### config.mk
export PLATFORM = sky130hd
export DESIGN_NAME = image_row_feeder
export DESIGN_NICKNAME = d
export VERILOG_FILES = /design/src/rtl/img_feed_pkg.sv /design/src/rtl/intr_edge_latch.sv /design/src/rtl/image_row_feeder.sv
export SDC_FILE = /design/constraint.sdc
export NUM_CORES = 1
export LEC_CHECK = 0
export ABC_CLOCK_PERIOD_IN_PS = 1800
export CORE_ASPECT_RATIO = 1.5
export CORE_MARGIN = 2
export CORE_UTILIZATION = 45
export DETAILED_ROUTE_END_ITERATION = 12
export GPL_ROUTABILITY_DRIVEN = 0
export PLACE_DENSITY = 0.71
export SETUP_SLACK_MARGIN = 0.1
export SLEW_MARGIN = 30
export SYNTH_ARGS = -nofsm -noshare
export SYNTH_HDL_FRONTEND = slang
export SYNTH_HIERARCHICAL = 1
export SYNTH_SLANG_ARGS = --single-unit
export TNS_END_PERCENT = 50
### constraint.sdc
create_clock -name clk -period 1.8 [get_ports clk]
set_input_delay 0.27 -clock clk [delete_from_list [all_inputs] [get_ports clk]]
set_output_delay 0.27 -clock clk [all_outputs]
set_load 0.01 [all_outputs]
### src/rtl/img_feed_pkg.sv
// Shared types and constants for the image row feeder: FSM state encoding,
// pixel width, default frame geometry and small state-class helpers.
package img_feed_pkg;

    localparam int PIX_W            = 8;
    localparam int DEF_IMG_W        = 512;
    localparam int DEF_IMG_H        = 512;
    localparam int DEF_PRELOAD_ROWS = 4;

    typedef enum logic [3:0] {
        IDLE,
        PRELOAD,
        WAIT_TOP,
        PAD_TOP,
        WAIT_ROW,
        ROW,
        WAIT_BOT,
        PAD_BOT,
        DONE
    } feed_state_e;

    // States that pull pixels from the source FIFO.
    function automatic logic is_src_state(input feed_state_e s);
        return (s == PRELOAD) || (s == ROW);
    endfunction

    function automatic logic is_pad_state(input feed_state_e s);
        return (s == PAD_TOP) || (s == PAD_BOT);
    endfunction

    function automatic logic is_idle_state(input feed_state_e s);
        return (s == IDLE) || (s == DONE);
    endfunction

endpackage

### src/rtl/intr_edge_latch.sv
// Core interrupt edge detector: registers intr twice, turns a rising edge into
// a pending flag, and raises a sticky overflow if an edge lands on a pending one.
module intr_edge_latch (
    input  logic clk,
    input  logic rst,
    input  logic intr,
    input  logic consume,
    output logic pend,
    output logic err_ovf
);

    logic intr_q,  intr_d;
    logic intr2_q, intr2_d;
    logic pend_q,  pend_d;
    logic err_q,   err_d;
    logic edge_det;

    always_comb begin
        intr_d   = intr;
        intr2_d  = intr_q;
        edge_det = intr_q & ~intr2_q;
        pend_d   = pend_q;
        if (consume) begin
            pend_d = 1'b0;
        end
        // An edge coinciding with consumption re-arms pend, so it is never lost.
        if (edge_det) begin
            pend_d = 1'b1;
        end
        err_d = err_q | (edge_det & pend_q & ~consume);
    end

    always_ff @(posedge clk) begin
        if (rst) begin
            intr_q  <= 1'b0;
            intr2_q <= 1'b0;
            pend_q  <= 1'b0;
            err_q   <= 1'b0;
        end else begin
            intr_q  <= intr_d;
            intr2_q <= intr2_d;
            pend_q  <= pend_d;
            err_q   <= err_d;
        end
    end

    assign pend    = pend_q;
    assign err_ovf = err_q;

endmodule

### src/rtl/image_row_feeder.sv
// Feeds the 3x3 filter core: preload rows, zero/pad top row, one row per core
// interrupt, pad bottom row. Output registered (1 cycle after source handshake).
// Optional FEEDER_PAD_PORT_EN adds a pad_value input sampled at frame start.
module image_row_feeder
    import img_feed_pkg::*;
#(
    parameter int IMG_W        = DEF_IMG_W,
    parameter int IMG_H        = DEF_IMG_H,
    parameter int PRELOAD_ROWS = DEF_PRELOAD_ROWS
) (
    input  logic             clk,
    input  logic             rst,
    input  logic             start,
`ifdef FEEDER_PAD_PORT_EN
    input  logic [PIX_W-1:0] pad_value,
`endif
    input  logic             src_valid,
    input  logic [PIX_W-1:0] src_data,
    output logic             src_ready,
    input  logic             intr,
    output logic             out_valid,
    output logic [PIX_W-1:0] out_data,
    output logic             busy,
    output logic             done,
    output logic             err_ovf
);

    localparam int COL_W = (IMG_W > 1) ? $clog2(IMG_W) : 1;
    localparam int ROW_W = $clog2(IMG_H + 1);

    localparam logic [COL_W-1:0] COL_LAST = COL_W'(IMG_W - 1);
    localparam logic [ROW_W-1:0] PRE_LAST = ROW_W'(PRELOAD_ROWS - 1);
    localparam logic [ROW_W-1:0] ROW_TOT  = ROW_W'(IMG_H);

    feed_state_e      state_q, state_d;
    logic [COL_W-1:0] col_q, col_d;
    logic [ROW_W-1:0] row_q, row_d;
    logic             tail_q, tail_d;
    logic             out_valid_q, out_valid_d;
    logic [PIX_W-1:0] out_data_q, out_data_d;

    logic             start_ok;
    logic             src_fire;
    logic             pad_fire;
    logic             col_end;
    logic             consume;
    logic             pend;
    logic [PIX_W-1:0] pad_val;

    intr_edge_latch u_intr (
        .clk     (clk),
        .rst     (rst),
        .intr    (intr),
        .consume (consume),
        .pend    (pend),
        .err_ovf (err_ovf)
    );

    assign start_ok = start && is_idle_state(state_q);

`ifdef FEEDER_PAD_PORT_EN
    logic [PIX_W-1:0] pad_q, pad_d;

    always_comb begin
        pad_d = pad_q;
        if (start_ok) begin
            pad_d = pad_value;
        end
    end

    always_ff @(posedge clk) begin
        if (rst) begin
            pad_q <= '0;
        end else begin
            pad_q <= pad_d;
        end
    end

    assign pad_val = pad_q;
`else
    assign pad_val = '0;
`endif

    // tail_q marks the one idle cycle that closes every transfer.
    assign src_ready = is_src_state(state_q) && !tail_q;
    assign src_fire  = src_ready && src_valid;
    assign pad_fire  = is_pad_state(state_q) && !tail_q;
    assign col_end   = (col_q == COL_LAST);

    always_comb begin
        state_d     = state_q;
        col_d       = col_q;
        row_d       = row_q;
        tail_d      = tail_q;
        consume     = 1'b0;
        out_valid_d = 1'b0;
        out_data_d  = '0;

        if (src_fire || pad_fire) begin
            out_valid_d = 1'b1;
            out_data_d  = src_fire ? src_data : pad_val;
            col_d       = col_end ? '0 : col_q + COL_W'(1);
        end

        case (state_q)
            IDLE, DONE: begin
                if (start) begin
                    state_d = PRELOAD;
                    col_d   = '0;
                    row_d   = '0;
                    tail_d  = 1'b0;
                end
            end
            PRELOAD: begin
                if (tail_q) begin
                    tail_d  = 1'b0;
                    state_d = WAIT_TOP;
                end else if (src_fire && col_end) begin
                    row_d = row_q + ROW_W'(1);
                    if (row_q == PRE_LAST) begin
                        tail_d = 1'b1;
                    end
                end
            end
            ROW, PAD_TOP: begin
                if (tail_q) begin
                    tail_d  = 1'b0;
                    state_d = (row_q < ROW_TOT) ? WAIT_ROW : WAIT_BOT;
                end else if ((src_fire || pad_fire) && col_end) begin
                    tail_d = 1'b1;
                    if (state_q == ROW) begin
                        row_d = row_q + ROW_W'(1);
                    end
                end
            end
            PAD_BOT: begin
                if (tail_q) begin
                    tail_d  = 1'b0;
                    state_d = DONE;
                end else if (pad_fire && col_end) begin
                    tail_d = 1'b1;
                end
            end
            WAIT_TOP: begin
                if (pend) begin
                    consume = 1'b1;
                    state_d = PAD_TOP;
                end
            end
            WAIT_ROW: begin
                if (pend) begin
                    consume = 1'b1;
                    state_d = ROW;
                end
            end
            WAIT_BOT: begin
                if (pend) begin
                    consume = 1'b1;
                    state_d = PAD_BOT;
                end
            end
            default: begin
                state_d = IDLE;
            end
        endcase
    end

    always_ff @(posedge clk) begin
        if (rst) begin
            state_q     <= IDLE;
            col_q       <= '0;
            row_q       <= '0;
            tail_q      <= 1'b0;
            out_valid_q <= 1'b0;
            out_data_q  <= '0;
        end else begin
            state_q     <= state_d;
            col_q       <= col_d;
            row_q       <= row_d;
            tail_q      <= tail_d;
            out_valid_q <= out_valid_d;
            out_data_q  <= out_data_d;
        end
    end

    assign out_valid = out_valid_q;
    assign out_data  = out_data_q;
    assign busy      = !is_idle_state(state_q);
    assign done      = (state_q == DONE);

endmodule

After elaboration in Yosys (flattened, before gate mapping). Index checks and enable logic that the tools add are counted.

Register bits after elaboration: 37. Bits of input ports: 13. Output and inout bits: 13. Logic and storage cells: 100.

Add/sub/neg operators: 2. Magnitude comparators: 1. Equal/unequal tests: 22. Multiplexer cells: 34. Bitwise logic cells: 8. Reductions and logical operators: 23.

Operator list (number): $mux W10 (6); $mux W9 (4); $pmux W10 S3 (1); $mux W4 (7); $pmux W4 S7 (1); $eq A4 B3 Y1 const B (4); $ne A2 B2 Y1 const B (8); $reduce_and A7 Y1 (2); $mux W1 (13); $add A10 B1 Y10 const B (1); $eq A10 B2 Y1 const B (1); $lt A10 B10 Y1 const B (1); $add A9 B1 Y9 const B (1); $eq A9 B9 Y1 const B (1); $eq A4 B2 Y1 const B (2); $ne A2 B1 Y1 const B (4); $logic_and A1 B1 Y1 (6); $reduce_or A3 Y1 (2); $eq A4 B1 Y1 const B (1); $eq A4 B4 Y1 const B (1); $logic_not A4 Y1 (1); $logic_or A1 B1 Y1 (4); $not A1 Y1 (4); $pmux W1 S4 (1); 9 further kinds (13).

Depth between registers and ports, before layout. Gate-level depths: netlist (run 1).

Depth in word-level cells: 9. Gate-level depth with buffers: 8.

Cells and area by module. The synthesis (run 1) kept the hierarchy.

Modules (own cells, without submodules): image_row_feeder (times used 1, cells an instance 186, area an instance 1695.4 um^2, sequential area each 660.6 um^2); intr_edge_latch (times used 1, cells an instance 12, area an instance 130.1 um^2, sequential area each 80.1 um^2).

Least setup slack after synthesis (run 1). OpenSTA, ideal clock, no wires.

Kind: register to register. Start: register col_q[0]. End: register row_q[7]. Setup time: 61 ps. Arrival time: 1697 ps. Data required time: 1739 ps. Setup slack: 43 ps. Cell stages (with the launch flop): 9. Buffers on the path: 0. Period minus slack after synthesis: 1757 ps. Path through: dfxtp_1 -> ha_1 -> nand3_1 -> nor2_1 -> ha_1 -> nand4bb_1 -> or4_1 -> nand2_1 -> a32o_1.

Cells in the longest elaborated chain, start to end: 4. Elaborated cells between the ends (all ways): 6.

RTL lines: start: declaration (RTL line image_row_feeder.sv:36) `logic [COL_W-1:0] col_q, col_d;`; start signal: assignment (RTL line image_row_feeder.sv:178) `col_q <= col_d;`; $eq A9 B9 Y1 (*) (RTL line image_row_feeder.sv:88) `assign col_end = (col_q == COL_LAST);`; $logic_and A1 B1 Y1 (on tied branches) (RTL line image_row_feeder.sv:129, image_row_feeder.sv:118); $ne A2 B2 Y1 (no source line) / $ne A2 B1 Y1 (equally long branches); $reduce_and A7 Y1 (no source line) (*); end signal: assignment (RTL line image_row_feeder.sv:179) `row_q <= row_d;`; end: declaration (RTL line image_row_feeder.sv:37) `logic [ROW_W-1:0] row_q, row_d;`.

Every way passes the cells marked *; elsewhere a longest branch is shown, timed or not. A chain may end at the register's enable or synchronous reset.

Final worst setup path (run 1).
Start: register col_q[1]. End: register row_q[6].

Same word-level chain as after synthesis.

==> results of run 1 <==
==> sequential cells by signal, indices dropped and copies added, names as in the netlist <==
signal	cells
u_intr/intr2_q	1
col_q	9
row_q	10
state_q	4
out_data	8
u_intr/pend	1
tail_q	1
out_valid	1
u_intr/intr2_d	1
u_intr/err_ovf	1
==> power breakdown <==
| group | switching (mW) | internal (mW) |
|---|---|---|
| combinational | 0.181 | 0.151 |
| clock | 0.296 | 0.346 |
| sequential | 0.0173 | 0.841 |
| total | 0.495 | 1.34 |
==> layout by cell type, fill, tap and decap left out, drive strengths merged, types with 3 or more instances in the layout <==
cell type / instances
nor2b: 4
a22oi: 3
nand2b: 4
nand4: 3
clkbuf: 8
mux2i: 4
nor2: 17
nor3: 6
nor4b: 4
dfxtp: 37
o21ai: 6
xnor2: 7
nand3: 8
nor4: 6
buf: 21
clkdlybuf4s50: 22
ha: 3
and2: 8
nand2: 18
a21oi: 12
and3: 6
inv: 5
a31oi: 4
==> how the worst max path moves through the flow <==
stage / slack (ps) / cells after the start / endpoint
global placement: 30 / 8 / row_q[6]$_SDFFE_PP0P_
CTS: 60 / 7 / row_q[6]$_SDFFE_PP0P_
finish: 30 / 8 / row_q[6]$_SDFFE_PP0P_
global route: -20 / 8 / row_q[6]$_SDFFE_PP0P_
floorplan: 90 / 8 / row_q[6]$_SDFFE_PP0P_
detailed placement: -4 / 8 / row_q[6]$_SDFFE_PP0P_
==> final cells by class <==
type	count	area share (%)
Multi-Input combinational cell	147	45.6
Sequential cell	37	30.2
Timing Repair Buffer	46	17.0
Clock buffer	7	3.92
Tap cell	45	2.29
Inverter	5	0.764
Clock inverter	1	0.204
==> cell families (layout without fill, tap and decap cells) <==
| kind of cell | after synthesis | count (layout) | share of synthesized area [%] |
|---|---|---|---|
| compound gates | 36 | 36 | 13.0 |
| xor+xnor | 7 | 7 | 3.36 |
| fa+ha+maj | 3 | 3 | 2.06 |
| buf+inv | 14 | 59 | 4.04 |
| flops | 37 | 37 | 40.6 |
| mux | 4 | 4 | 2.19 |
| simple gates | 97 | 97 | 34.8 |
==> routing by layer <==
layer | vias up | routed length [um]
met1 | 767 | 1730
li1 | 810 | -
met5 | - | 0
met3 | 10 | 171
met4 | 0 | 97
met2 | 59 | 2170
==> worst min-delay path: stages, from the launching register on <==
cell and delay (ps):
dfxtp_1 320, inv_1 50, a21oi_1 50
==> what timing repair did <==
item	4_1_cts	5_1_grt
endpoints found under the setup margin	13	11
buffers inserted	1	0
pin swaps	5	7
gates resized for setup	13	12
==> through the flow <==
stage          utilization, %  total power, mW
6_report                 62.6             1.83
5_1_grt                  62.6             1.91
4_1_cts                  61.7             1.84
3_5_place_dp             57.2             1.19
3_3_place_gp             57.2             1.19
2_1_floorplan               -             1.07
==> cells in the mapped netlist, types with 3 or more instances <==
| library cell | instances |
|---|---|
| nand2_1 | 18 |
| clkbuf_1 | 4 |
| a21oi_1 | 12 |
| and2_1 | 8 |
| ha_1 | 3 |
| o21ai_0 | 6 |
| nor2b_1 | 4 |
| nor4_1 | 3 |
| nand2b_1 | 3 |
| nand4_1 | 3 |
| nand3_1 | 8 |
| inv_1 | 5 |
| xnor2_1 | 7 |
| nor2_1 | 14 |
| nor3_1 | 5 |
| a22oi_1 | 3 |
| mux2i_1 | 4 |
| dfxtp_1 | 37 |
| and3_1 | 5 |
| a31oi_1 | 4 |
==> reports/qor.csv, run 1 <==
metric,value,unit
layout_setup_ws,31.5,ps
clock_latency,290,ps
drc,0,
grt_max_degree,17,
core_area,3920,um^2
max_cap_viol_count,0,
power.leakage,0.878,nW
n_fill_cell,329,
cts_tree,built,
whs_path_depth,2,
worst_pin_slew,546,ps
grtUsageMet2,34.2,%
cts_hold_buf,0,
wl,4170,um
finalMaxSlewViolations,0,
fin_area,2460,um^2
grtUsageTotal,19.2,%
drt_iter0_markers,51,
cp.required,1970,ps
path_cells,"ha_4, nand3_2, nor2_2, ha_2, and4bb_4, nand3_4, a221oi_2, a21oi_1",
fin_cells,288,
ys_ff_latch,37,
path_clk_slew,80,ps
synth_nets,214,
synth_top_cell_by_area,dfxtp_1,
fp.dieH,82.0,um
top_usage_layer,met2,
grt-ovfl-total,0,
rows,28,
cts.sinks,37,
grt_pass1_vias,1571,
via_per_inst,5.72,
rr_worst_depth,8,
crit_start,col_q[1]$_SDFF_PP0_,
holdCritPathClass,reg -> reg,
rr_endpoint,row_q[6]$_SDFFE_PP0P_,
synth_edf_count,0,
multi_input_area,1120,um^2
rrSetupSlack,30,ps
netlist.area_leader.share,40.6,%
synth_flop_cell,dfxtp_1,
critical_path_class,reg -> reg,
drive_above_1_share,24.7,%
pwr_density_cell,746,nW/um^2
num_vias,1646,
ant_nets,0,
placed_cell_area,2250,um^2
initial_core_util,46.5,%
antenna_found_initial,0,
rr_startpoint,col_q[1]$_SDFF_PP0_,
cts_inserted_buffers,5,
cts.path.max_buffers,2,
slowest_stage,dfxtp_2,
start_kind,register,
min_period,1770,ps
gr-usage-met1,21.9,%
regArea,743,um^2
critPathMaxFanout,5,
grtUsageMet3,3.94,%
max_freq,565,MHz
status,finished clean,
dr.pass1.iters,5,
num_antenna_cells,0,
cp_slowest_stage_delay,360,ps
ys_types,54,
peakVddDrop,0.562,mV
seq_area_frac_synth,40.6,%
rsz0062_at_grt,yes,
place_ws,-4.46,ps
ys_warn_count,6,
detailed_place_hpwl,2940,um
hold_end,u_intr/err_ovf$_SDFF_PP0_,
place_inst,279,
setup_tns,0,ps
synth_area,1830,um^2
timing.slew.headroom,63.3,%
clock-root-buffer,clkbuf_8,
arrival,1940,ps
wire_per_inst,14.5,um
post-route-period-util,98.2,%
cp.buffers_inverters,0,
finalSetupViolCount,0,
fin_skew,5.02,ps
grt_pass1_wl,6980,um
fp.dieW,56.0,um
timing.hold.ws,451,ps
portBuffers,25,
hp-start,u_intr/err_ovf$_SDFF_PP0_,
synthCells,198,
postSynth.asyncResetShare,0,%
ios,26,
htreeDepth,2,
end_kind,register,
ys_top_cells_by_area,"dfxtp_1 41%, nand2_1 3.7%, xnor2_1 3.4%",
dieArea,4590,um^2
syn_area_per_cell,9.22,um^2
syn_to_final_growth,34.6,%
hold_viol_final,0,
cpLargestDelayFamily,simple AND/OR/NAND/NOR gates,
finalNetCount,258,
Power figures use the tool's default switching activity.
==> run 2, diff against run 1 <==
Settings changed: CTS_CLUSTER_SIZE from default to 20, TNS_END_PERCENT 50 to default.
==> reports/qor.csv, run 2 (synthesized netlist as in run 1, its figures left out) <==
metric,value,unit,change
status,finished clean,,unchanged
cts_inserted_buffers,5,,unchanged
detailed_place_hpwl,2940,um,about the same
cts_hold_buf,0,,unchanged
portBuffers,25,,unchanged
cts.sinks,37,,unchanged
rsz0062_at_grt,yes,,unchanged
mostFrequentLayoutCell,dfxtp_1,,unchanged
rows,28,,unchanged
antenna_found_initial,0,,unchanged
num_vias,1659,,was 1646
drc,0,,unchanged
initial_core_util,46.5,%,unchanged
largest_reg_flops,10,,unchanged
worst_pin_slew,533,ps,was 546 ps
top_register,row_q,,unchanged
slowest_stage,dfxtp_2,,unchanged
core_area,3920,um^2,unchanged
post-route-period-util,97.6,%,was 98.2%
ios,26,,unchanged
final_cell_mix,"35 x dfxtp_1, 29 x buf_4, 22 x clkdlybuf4s50_1",,"was 35 x dfxtp_1, 22 x clkdlybuf4s50_1, 19 x buf_4"
power.leakage,0.934,nW,was 0.878 nW
dr.pass1.iters,4,,was 5
grt_pass1_wl,7010,um,was 6980 um
finalNetCount,268,,was 258
end_kind,register,,unchanged
clock_latency,290,ps,about the same
wl,4420,um,was 4170 um
finalSetupViolCount,0,,unchanged
ant_nets,0,,unchanged
finalMaxSlewViolations,0,,unchanged
max_cap_viol_count,0,,unchanged
htreeDepth,2,,unchanged
critPathMaxFanout,5,,unchanged
cp.required,1980,ps,was 1970 ps
grt_max_degree,13,,was 17
dieArea,4590,um^2,unchanged
max_freq,569,MHz,was 565 MHz
cts.path.max_buffers,2,,unchanged
drt_iter0_markers,50,,was 51
drive_above_1_share,27.3,%,was 24.7%
path_cells,"ha_4, nand3_4, nor2_4, ha_4, and4bb_4, nand3_4, a221oi_2, a21oi_1",,"was ha_4, nand3_2, nor2_2, ha_2, and4bb_4, nand3_4, a221oi_2, a21oi_1"
wire_per_inst,14.8,um,was 14.5 um
holdCritPathClass,reg -> reg,,unchanged
start_kind,register,,unchanged
peakVddDrop,0.718,mV,was 0.562 mV
fin_cells,298,,was 288
final_util,65.5,%,was 62.6%
fp.dieW,56.0,um,unchanged
num_antenna_cells,0,,unchanged
fin_skew,6.47,ps,was 5.02 ps
grt_pass1_vias,1648,,was 1571
path_clk_slew,70,ps,was 80 ps
fin_area,2570,um^2,was 2460 um^2
grtUsageTotal,19.2,%,about the same
cp_slowest_stage_delay,360,ps,about the same
min_period,1760,ps,was 1770 ps
hold_viol_final,0,,unchanged
timing.slew.headroom,64.2,%,was 63.3%
place_inst,284,,was 279
critical_path_class,reg -> reg,,unchanged
pwr_density_cell,759,nW/um^2,was 746 nW/um^2
syn_to_final_growth,40.9,%,was 34.6%
placed_cell_area,2280,um^2,was 2250 um^2
arrival,1930,ps,was 1940 ps
via_per_inst,5.57,,was 5.72
fp.dieH,82.0,um,unchanged
clock-root-buffer,clkbuf_8,,unchanged
cts_tree,built,,unchanged
grt-ovfl-total,0,,unchanged
[run 2: final cells by class]
type,instances,area [um^2]
fillers,320,1350
multi-input cells,147,1150
flip-flops and latches,37,743
repair buffers,56,484
clock buffers,7,86.3
well taps,45,56.3
clock inverters,1,30.0
inverters,5,18.8
[run 2: worst paths after layout]
path | startpoint | endpoint | slack [ps] | depth (start not counted)
max | col_q[0]$_SDFF_PP0_ | row_q[6]$_SDFFE_PP0P_ | 40 | 8
min | u_intr/err_ovf$_SDFF_PP0_ | u_intr/err_ovf$_SDFF_PP0_ | 450 | 2
max reg2reg | col_q[0]$_SDFF_PP0_ | row_q[6]$_SDFFE_PP0P_ | 40 | 8
min reg2reg | u_intr/err_ovf$_SDFF_PP0_ | u_intr/err_ovf$_SDFF_PP0_ | 450 | 2
[run 2: worst max-delay path, delay by kind of cell, from the launching register on]
family                     cells  cell delay [ps]
adders and majority gates      2              320
DFF                            1              360
and+or+nand+nor                4              620
AOI/OAI and AO/OA              2              350
[run 2: layer usage]
layer	wire length, um	global-route usage [%]	up-vias
li1	-	-	829
met1	1710	19.7	787
met2	2460	36.8	33
met3	142	4.57	10
met4	104	8.33	0
met5	0	0	-
[run 2: per-stage QoR]
step	power [mW]	worst slack, ps	hold slack [ps]	setup TNS [ps]
global route	2.03	-44.8	482	-79.2
detailed placement	1.20	9.05	438	0
global placement	1.19	21.0	437	0
finish	1.95	43.8	453	0
CTS	1.94	24.1	456	0
floorplan	1.07	116	339	0
[run 2: timing repair]
item,in CTS,in global routing
endpoints found under the setup margin,13,13
resized for setup,14,16
pin swaps,6,7
setup buffers,3,3
[run 2: where the power goes]
group          switching [mW]  total, mW  internal (mW)
clock network           0.294      0.746          0.452
registers              0.0176      0.859          0.841
logic                   0.189      0.347          0.158
total                   0.501       1.95           1.45
==> run 3, diff against run 2 <==
Settings changed: CAP_MARGIN from default to 10, CORE_MARGIN 2 to default, SKIP_LAST_GASP from default to 1.
==> reports/qor.csv, run 3 (synthesized netlist as in run 1, its figures left out) <==
metric,value,unit,change
dieArea,4320,um^2,was 4590 um^2
htreeDepth,2,,unchanged
cts_inserted_buffers,5,,unchanged
dr.pass1.iters,4,,unchanged
grt_max_degree,17,,was 13
core_area,3920,um^2,unchanged
holdCritPathClass,reg -> reg,,unchanged
rows,28,,unchanged
drc,0,,unchanged
post-route-period-util,98.5,%,was 97.6%
ant_nets,0,,unchanged
min_period,1770,ps,was 1760 ps
finalNetCount,261,,was 268
hold_viol_final,0,,unchanged
rsz0062_at_grt,yes,,unchanged
finalSetupViolCount,0,,unchanged
peakVddDrop,0.782,mV,was 0.718 mV
largest_reg_flops,10,,unchanged
clock_latency,290,ps,about the same
place_inst,281,,was 284
fin_skew,6.84,ps,was 6.47 ps
cts_tree,built,,unchanged
mostFrequentLayoutCell,dfxtp_1,,unchanged
detailed_place_hpwl,2930,um,was 2940 um
fp.dieH,80.0,um,was 82.0 um
pwr_density_cell,714,nW/um^2,was 759 nW/um^2
power.leakage,0.878,nW,was 0.934 nW
grtUsageTotal,21.7,%,was 19.2%
max_freq,564,MHz,was 569 MHz
final_cell_mix,"33 x dfxtp_1, 22 x clkdlybuf4s50_1, 21 x buf_4",,"was 35 x dfxtp_1, 29 x buf_4, 22 x clkdlybuf4s50_1"
start_kind,register,,unchanged
critical_path_class,reg -> reg,,unchanged
place_ws,21.9,ps,was 9.05 ps
timing.hold.ws,453,ps,about the same
fin_cells,290,,was 298
grt-ovfl-total,0,,unchanged
wl,4180,um,was 4420 um
path_clk_slew,70,ps,about the same
cts_hold_buf,0,,unchanged
portBuffers,25,,unchanged
grt_pass1_vias,1507,,was 1648
worst_pin_slew,542,ps,was 533 ps
via_per_inst,5.57,,about the same
layout_setup_ws,27.3,ps,was 43.8 ps
grt_pass1_wl,6890,um,was 7010 um
finalMaxSlewViolations,0,,unchanged
ios,26,,unchanged
top_register,row_q,,unchanged
end_kind,register,,unchanged
num_vias,1616,,was 1659
final_util,63.3,%,was 65.5%
cts.path.max_buffers,2,,unchanged
drive_above_1_share,26.9,%,was 27.3%
drt_iter0_markers,79,,was 50
clock-root-buffer,clkbuf_8,,unchanged
max_cap_viol_count,0,,unchanged
antenna_found_initial,0,,unchanged
timing.slew.headroom,63.5,%,was 64.2%
num_antenna_cells,0,,unchanged
power,1.77,mW,was 1.95 mW
critPathMaxFanout,5,,unchanged
cp.required,1980,ps,about the same
cts.sinks,37,,unchanged
syn_to_final_growth,36.1,%,was 40.9%
fp.dieW,54.0,um,was 56.0 um
status,finished clean,,unchanged
wire_per_inst,14.4,um,was 14.8 um
initial_core_util,46.5,%,unchanged
arrival,1950,ps,was 1930 ps
run 3: repair_timing:
item | 4_1_cts | 5_1_grt
pin swaps | 4 | 7
endpoints found under the setup margin | 10 | 21
gates resized for setup | 10 | 20
buffers inserted | 1 | 3
run 3: stage by stage:
| step | TNS (ps) | area [um^2] |
|---|---|---|
| 2_1_floorplan | 0 | 1840 |
| 3_3_place_gp | 0 | 2270 |
| 3_5_place_dp | 0 | 2270 |
| 4_1_cts | 0 | 2390 |
| 5_1_grt | -88.8 | 2480 |
| 6_report | 0 | 2480 |
run 3: final timing paths:
kind                              from                        end  slack (ps)  cells after the start
max                col_q[1]$_SDFF_PP0_      row_q[6]$_SDFFE_PP0P_          30                      8
min          u_intr/err_ovf$_SDFF_PP0_  u_intr/err_ovf$_SDFF_PP0_         450                      2
max reg2reg        col_q[1]$_SDFF_PP0_      row_q[6]$_SDFFE_PP0P_          30                      8
min reg2reg  u_intr/err_ovf$_SDFF_PP0_  u_intr/err_ovf$_SDFF_PP0_         450                      2
run 3: area by class of cell:
cell class / count / area, um^2
Timing Repair Buffer: 49 / 444
Clock buffer: 7 / 86.3
Multi-Input combinational cell: 147 / 1130
Inverter: 5 / 18.8
Fill cell: 342 / 1440
Sequential cell: 37 / 746
Tap cell: 45 / 56.3
run 3: metal layers:
layer | vias to the layer above | track usage, % | part of all wire [%]
met5 | - | 0 | 0
met4 | 0 | 8.21 | 1.4
met3 | 5 | 4.76 | 3.2
met2 | 28 | 36.7 | 53
met1 | 768 | 25.9 | 43
li1 | 815 | - | -
run 3: critical path: stages, from the launching register on:
cell,delay [ps]
dfxtp_2,350
ha_4,140
nand3_2,70
nor2_2,90
ha_2,230
and4bb_2,340
nand3_4,110
a221oi_2,260
a21oi_1,60
run 3: power by group:
group / switching, mW / internal [mW] / leakage (nW)
Clock: 0.274 / 0.304 / 0.0443
Combinational: 0.184 / 0.156 / 0.532
Sequential: 0.0144 / 0.842 / 0.302
Total: 0.472 / 1.30 / 0.878
